### src/rtl/multicycle_control_if.sv
// Control bundle between the multicycle datapath and its sequencing FSM.
// The datapath side (master) supplies instruction fields and status flags.
// The controller side (slave) returns the per-cycle control strobes.
interface multicycle_control_if;
    logic [6:0] op;
    logic [2:0] funct3;
    logic       Zero;
    logic       mem_ready;

    logic       PCWrite;
    logic       AdrSrc;
    logic       MemWrite;
    logic       IRWrite;
    logic       RegWrite;
    logic       Branch;
    logic [1:0] ResultSrc;
    logic [1:0] ALUSrcA;
    logic [1:0] ALUSrcB;
    logic [1:0] ALUOp;
    logic [1:0] ImmSrc;
    logic       illegal;
    logic [3:0] state;

    modport master (
        output op, funct3, Zero, mem_ready,
        input  PCWrite, AdrSrc, MemWrite, IRWrite, RegWrite, Branch,
               ResultSrc, ALUSrcA, ALUSrcB, ALUOp, ImmSrc, illegal, state
    );

    modport slave (
        input  op, funct3, Zero, mem_ready,
        output PCWrite, AdrSrc, MemWrite, IRWrite, RegWrite, Branch,
               ResultSrc, ALUSrcA, ALUSrcB, ALUOp, ImmSrc, illegal, state
    );
endinterface

### src/rtl/multicycle_control.sv
// Moore sequencer for a multicycle RV32 subset (load/store, R/I ALU, jal, beq/bne).
//
// state    | meaning
// ---------+---------------------------------------------------------------
// FETCH    | read instruction at PC, PC <= PC+4 once memory is ready
// DECODE   | read registers, precompute branch target into ALUOut
// MEMADR   | ALUOut <= rs1 + imm (load or store address)
// MEMREAD  | read data memory at ALUOut, wait for mem_ready
// MEMWB    | rd <= loaded data
// MEMWRITE | write data memory at ALUOut, wait for mem_ready
// EXECUTER | ALUOut <= rs1 op rs2
// ALUWB    | rd <= ALUOut
// EXECUTEI | ALUOut <= rs1 op imm
// JAL      | PC <= target, ALUOut <= OldPC+4
// BRANCH   | compare rs1/rs2, PC <= target when taken
module multicycle_control (
    input  logic                 clk,
    input  logic                 rst_n,
    multicycle_control_if.slave  bus
);
    typedef enum logic [3:0] {
        FETCH    = 4'd0,
        DECODE   = 4'd1,
        MEMADR   = 4'd2,
        MEMREAD  = 4'd3,
        MEMWB    = 4'd4,
        MEMWRITE = 4'd5,
        EXECUTER = 4'd6,
        ALUWB    = 4'd7,
        EXECUTEI = 4'd8,
        JAL      = 4'd9,
        BRANCH   = 4'd10
    } state_t;

    localparam logic [6:0] OP_LOAD   = 7'b0000011;
    localparam logic [6:0] OP_STORE  = 7'b0100011;
    localparam logic [6:0] OP_RTYPE  = 7'b0110011;
    localparam logic [6:0] OP_ITYPE  = 7'b0010011;
    localparam logic [6:0] OP_JAL    = 7'b1101111;
    localparam logic [6:0] OP_BRANCH = 7'b1100011;

    state_t state_q;
    state_t state_d;

    logic pc_write;
    logic ir_write;
    logic mem_write;
    logic reg_write;
    logic branch_taken;

    assign branch_taken = ((bus.funct3 == 3'b000) &  bus.Zero) |
                          ((bus.funct3 == 3'b001) & ~bus.Zero);

    // State register; reset returns to FETCH without waiting for a clock edge.
    always_ff @(posedge clk or negedge rst_n) begin
        if (!rst_n) begin
            state_q <= FETCH;
        end else begin
            state_q <= state_d;
        end
    end

    // Next-state and Moore outputs; codes outside the enum fall back to FETCH.
    always_comb begin
        state_d       = FETCH;
        pc_write      = 1'b0;
        ir_write      = 1'b0;
        mem_write     = 1'b0;
        reg_write     = 1'b0;
        bus.AdrSrc    = 1'b0;
        bus.Branch    = 1'b0;
        bus.ResultSrc = 2'b00;
        bus.ALUSrcA   = 2'b00;
        bus.ALUSrcB   = 2'b00;
        bus.ALUOp     = 2'b00;
        bus.ImmSrc    = 2'b00;
        bus.illegal   = 1'b0;

        case (state_q)
            FETCH: begin
                bus.ALUSrcB   = 2'b10;
                bus.ResultSrc = 2'b10;
                pc_write      = bus.mem_ready;
                ir_write      = bus.mem_ready;
                state_d       = bus.mem_ready ? DECODE : FETCH;
            end
            DECODE: begin
                bus.ALUSrcA = 2'b01;
                bus.ALUSrcB = 2'b01;
                bus.ImmSrc  = 2'b10;
                case (bus.op)
                    OP_LOAD, OP_STORE: state_d = MEMADR;
                    OP_RTYPE:          state_d = EXECUTER;
                    OP_ITYPE:          state_d = EXECUTEI;
                    OP_JAL:            state_d = JAL;
                    OP_BRANCH:         state_d = BRANCH;
                    default: begin
                        state_d     = FETCH;
                        bus.illegal = 1'b1;
                    end
                endcase
            end
            MEMADR: begin
                bus.ALUSrcA = 2'b10;
                bus.ALUSrcB = 2'b01;
                if (bus.op == OP_STORE) begin
                    bus.ImmSrc = 2'b01;
                    state_d    = MEMWRITE;
                end else begin
                    state_d    = MEMREAD;
                end
            end
            MEMREAD: begin
                bus.AdrSrc = 1'b1;
                state_d    = bus.mem_ready ? MEMWB : MEMREAD;
            end
            MEMWB: begin
                bus.ResultSrc = 2'b01;
                reg_write     = 1'b1;
                state_d       = FETCH;
            end
            MEMWRITE: begin
                bus.AdrSrc = 1'b1;
                mem_write  = 1'b1;
                state_d    = bus.mem_ready ? FETCH : MEMWRITE;
            end
            EXECUTER: begin
                bus.ALUSrcA = 2'b10;
                bus.ALUOp   = 2'b10;
                state_d     = ALUWB;
            end
            ALUWB: begin
                reg_write = 1'b1;
                state_d   = FETCH;
            end
            EXECUTEI: begin
                bus.ALUSrcA = 2'b10;
                bus.ALUSrcB = 2'b01;
                bus.ALUOp   = 2'b10;
                state_d     = ALUWB;
            end
            JAL: begin
                bus.ALUSrcA = 2'b01;
                bus.ALUSrcB = 2'b10;
                bus.ImmSrc  = 2'b11;
                pc_write    = 1'b1;
                state_d     = ALUWB;
            end
            BRANCH: begin
                bus.ALUSrcA = 2'b10;
                bus.ALUOp   = 2'b01;
                bus.ImmSrc  = 2'b10;
                bus.Branch  = 1'b1;
                pc_write    = branch_taken;
                state_d     = FETCH;
            end
            default: state_d = FETCH;
        endcase
    end

    // Architectural write strobes are masked while reset is held so that a
    // ready memory cannot commit anything before sequencing restarts.
    assign bus.PCWrite  = pc_write  & rst_n;
    assign bus.IRWrite  = ir_write  & rst_n;
    assign bus.MemWrite = mem_write & rst_n;
    assign bus.RegWrite = reg_write & rst_n;
    assign bus.state    = state_q;
endmodule

### src/flat_wrapper.sv
// flat-port wrapper written by rule: the top's interface ports become plain ports
module multicycle_control_flat 
  (clk, rst_n, bus_op, bus_funct3, bus_Zero, bus_mem_ready, bus_PCWrite, bus_AdrSrc, bus_MemWrite, bus_IRWrite, bus_RegWrite, bus_Branch, bus_ResultSrc, bus_ALUSrcA, bus_ALUSrcB, bus_ALUOp, bus_ImmSrc, bus_illegal, bus_state);
  multicycle_control_if bus_i ();
  input  logic clk;
  input  logic rst_n;
  input wire logic [$bits(bus_i.op)-1:0] bus_op;
  input wire logic [$bits(bus_i.funct3)-1:0] bus_funct3;
  input wire logic [$bits(bus_i.Zero)-1:0] bus_Zero;
  input wire logic [$bits(bus_i.mem_ready)-1:0] bus_mem_ready;
  output wire logic [$bits(bus_i.PCWrite)-1:0] bus_PCWrite;
  output wire logic [$bits(bus_i.AdrSrc)-1:0] bus_AdrSrc;
  output wire logic [$bits(bus_i.MemWrite)-1:0] bus_MemWrite;
  output wire logic [$bits(bus_i.IRWrite)-1:0] bus_IRWrite;
  output wire logic [$bits(bus_i.RegWrite)-1:0] bus_RegWrite;
  output wire logic [$bits(bus_i.Branch)-1:0] bus_Branch;
  output wire logic [$bits(bus_i.ResultSrc)-1:0] bus_ResultSrc;
  output wire logic [$bits(bus_i.ALUSrcA)-1:0] bus_ALUSrcA;
  output wire logic [$bits(bus_i.ALUSrcB)-1:0] bus_ALUSrcB;
  output wire logic [$bits(bus_i.ALUOp)-1:0] bus_ALUOp;
  output wire logic [$bits(bus_i.ImmSrc)-1:0] bus_ImmSrc;
  output wire logic [$bits(bus_i.illegal)-1:0] bus_illegal;
  output wire logic [$bits(bus_i.state)-1:0] bus_state;
  assign bus_i.op = bus_op;
  assign bus_i.funct3 = bus_funct3;
  assign bus_i.Zero = bus_Zero;
  assign bus_i.mem_ready = bus_mem_ready;
  assign bus_PCWrite = bus_i.PCWrite;
  assign bus_AdrSrc = bus_i.AdrSrc;
  assign bus_MemWrite = bus_i.MemWrite;
  assign bus_IRWrite = bus_i.IRWrite;
  assign bus_RegWrite = bus_i.RegWrite;
  assign bus_Branch = bus_i.Branch;
  assign bus_ResultSrc = bus_i.ResultSrc;
  assign bus_ALUSrcA = bus_i.ALUSrcA;
  assign bus_ALUSrcB = bus_i.ALUSrcB;
  assign bus_ALUOp = bus_i.ALUOp;
  assign bus_ImmSrc = bus_i.ImmSrc;
  assign bus_illegal = bus_i.illegal;
  assign bus_state = bus_i.state;
  multicycle_control u_core (.clk(clk), .rst_n(rst_n), .bus(bus_i));
endmodule
### config.mk
export PLATFORM = sky130hd
export DESIGN_NAME = multicycle_control_flat
export DESIGN_NICKNAME = d
export VERILOG_FILES = /design/src/rtl/multicycle_control_if.sv /design/src/rtl/multicycle_control.sv /design/src/flat_wrapper.sv
export SDC_FILE = /design/constraint.sdc
export NUM_CORES = 1
export LEC_CHECK = 0
export BUFFER_PORTS_ARGS = -buffer_cell sky130_fd_sc_hd__buf_2
export CAP_MARGIN = 10
export CORE_MARGIN = 2
export CORE_UTILIZATION = 47
export DETAILED_ROUTE_END_ITERATION = 8
export PLACE_DENSITY = 0.81
export SYNTH_ARGS = -nofsm -noshare
export SYNTH_HDL_FRONTEND = slang
export SYNTH_SLANG_ARGS = --single-unit
### constraint.sdc
create_clock -name clk -period 3.62 [get_ports clk]
set_input_delay 0.724 -clock clk [delete_from_list [all_inputs] [get_ports clk]]
set_output_delay 0.724 -clock clk [all_outputs]
set_load 0.01 [all_outputs]
==> out/results.tsv <==
metric	value	unit
status	complete, no violations	
switching_power	237	µW
synth_fa_ha_area_share	1.52	%
swShare	49.4	%
nNetsFinal	135	
synth_top_area_share	15.2	%
end_kind	output pin	
die_y	41.5	µm
ys_top_cells_by_count	nor2_1, a21oi_1, nand2_1	
clockPowerShare	11.1	%
max_stage_delay	0.61	ns
htree_levels	1	
cp_slowest_cell	dfrtp_1	
max_freq	385	MHz
vias_per_cell	5.61	
cap_violations	0	
ir_drop	0.273	mV
fin_crit_sh	71.8	%
finalSetupViolCount	0	
first_global_vias	624	
yosys.area.top_type	dfrtp_1	
clk_pin_slew	0.04	ns
cts_root_buf	clkbuf_4	
ys.flop_type	dfrtp_1	
dieArea	0.00172	mm²
async_flop_share	100	%
synth_xor_area_share	2.65	%
antenna_left	0	
ys_warn_count	0	
path_cells	or3b_1, a21oi_1, a31oi_1, nor3b_1, buf_2	
syn_to_final_growth	19.9	%
layout-drive-gt1-share	37.8	%
slew_headroom	56.7	%
port_buffers	34	
syn_nets	104	
grt_usage	18.5	%
min_path_type	in -> async	
cp.arrival	1.88	ns
synth_area	661	µm²
required	2.90	ns
comb_power_share	61.6	%
antenna_found_initial	0	
top_usage_layer	met2	
yosysMostFrequentCell	nor2_1	
cts_tree	built	
synth.distinct_cells	40	
total_power	480	µW
core	0.00130	mm²
synth_top_family_by_area	simple AND/OR/NAND/NOR gates	
post_cts_buffers	0	
rsz0062_at_grt	false	
firstDrtPassIters	4	
met1_usage	24.1	%
grt-ovfl-total	0	
largest_register_ffs	4	
critPathLaunch	u_core.bus.state[0]	
grt_pass1_wl	2.60	mm
rr_startpoint	u_core.bus.state[0]	
crit_path_start_kind	register	
syn_inst	90	
powerDensity	606	mW/mm²
gp_congestion	0.830	
cp_max_fo	21	
intPower	243	µW
worst_pin_slew	0.650	ns
yosysSeqAreaShare	15.2	%
row_count	13	
cts_resized	0	
use_met3	3.91	%
fillers	136	
syn_avg_cell_area	7.34	µm²
dieWidth	41.5	µm
synth_compound_area_share	21.0	%
synthTopCellsByArea	dfrtp_1, a21oi_1, nor2_1	
p_leak	0.396	nW
holdBufCountCts	0	
synth.area.mux_share	1.52	%
drcViolationCount	0	
clock_path_buffers	2	
fin_crit	2.60	ns
clock-sinks	4	
synth_seq_cells	4	
hold_viol_final	0	
start_util	50.8	%
yosys.area_share.simple	44.3	%
grt_max_degree	23	
pin_count	35	
maxSlewViolCount	0	
clk_latency	0.23	ns
cts_buffers	3	
n_antenna_cell	0	
worstSetupPathType	reg -> out	
rr_worst_depth	4	
routed_wl	1.59	mm
drt-initial-drc-count	12	
seqPwrFrac	27.3	%
synth_edf_count	0	
skew	0.000693	ns
via_count	752	
tns	0	ns
grtUsageMet2	30.9	%
dp_hpwl	1.18	mm
drt-wirelength-per-cell	11.9	µm
placed cells by master (no fill, tap or decap), types with 2 or more instances in the layout:
cell type	Yosys	layout
a21oi_1	11	11
and2b_2	2	2
buf_2	1	34
clkbuf_4	0	3
dfrtp_1	4	4
inv_1	3	3
nand2_1	8	8
nand2b_1	2	2
nand3b_1	3	3
nor2_1	13	13
nor3b_1	4	4
nor4_1	3	3
o21ai_0	3	3
o22ai_1	2	2
or3b_1	2	2
through the flow:
step	area [µm²]	instances	hold slack, ns	setup slack, ns	util [%]
2_1_floorplan	661	90	0.428	1.34	-
3_3_place_gp	769	131	0.555	1.18	59.1
3_5_place_dp	769	131	0.558	1.11	59.1
4_1_cts	792	134	0.316	1.00	60.9
5_1_grt	792	134	0.312	0.894	60.9
6_report	792	134	0.317	1.02	60.9
per-layer routing:
metal,wire length [µm],up-vias
li1,-,383
met1,718,337
met2,767,32
met3,104,0
met4,0,0
met5,0,-
power by group through the flow:
stage	registers, mW	logic [mW]	clock network [mW]
3_5_place_dp	0.130	0.296	0
2_1_floorplan	0.0796	0.287	0
3_3_place_gp	0.130	0.291	0
6_report	0.131	0.295	0.0534
4_1_cts	0.130	0.297	0.0544
5_1_grt	0.139	0.324	0.0612
area by class of cell:
cell class	count	area [µm²]	share of cell area, %
multi-input cells	75	469	59.2
well taps	15	18.8	2.37
inverters	3	11.3	1.42
flip-flops and latches	4	100	12.6
repair buffers	34	170	21.5
clock buffers	3	22.5	2.84
worst max-delay path, delay by kind of cell (launching register included):
family | cells | cell delay, ns
compound gates | 2 | 0.21
buf+inv | 1 | 0.16
flops | 1 | 0.61
simple gates | 2 | 0.66
worst paths after layout:
check | endpoint | slack [ns]
max in group asynchronous | u_core.bus.state[1] | 3.15
worst max register to register | u_core.bus.state[0] | 1.79
min in group clk | u_core.bus.state[3] | 0.82
worst min register to register | u_core.bus.state[1] | 0.89
worst max-delay path | bus_PCWrite | 1.02
worst min-delay path | u_core.bus.state[0] | 0.32
logic make-up after synthesis:
group | after synthesis
AND/OR/NAND/NOR | 48
AO/OA/AOI/OAI | 23
buffers and inverters | 11
flip-flops | 4
XOR/XNOR | 2
multiplexers | 1
adder cells (fa/ha/maj) | 1
Note: power is estimated with default switching activity, not from simulation.
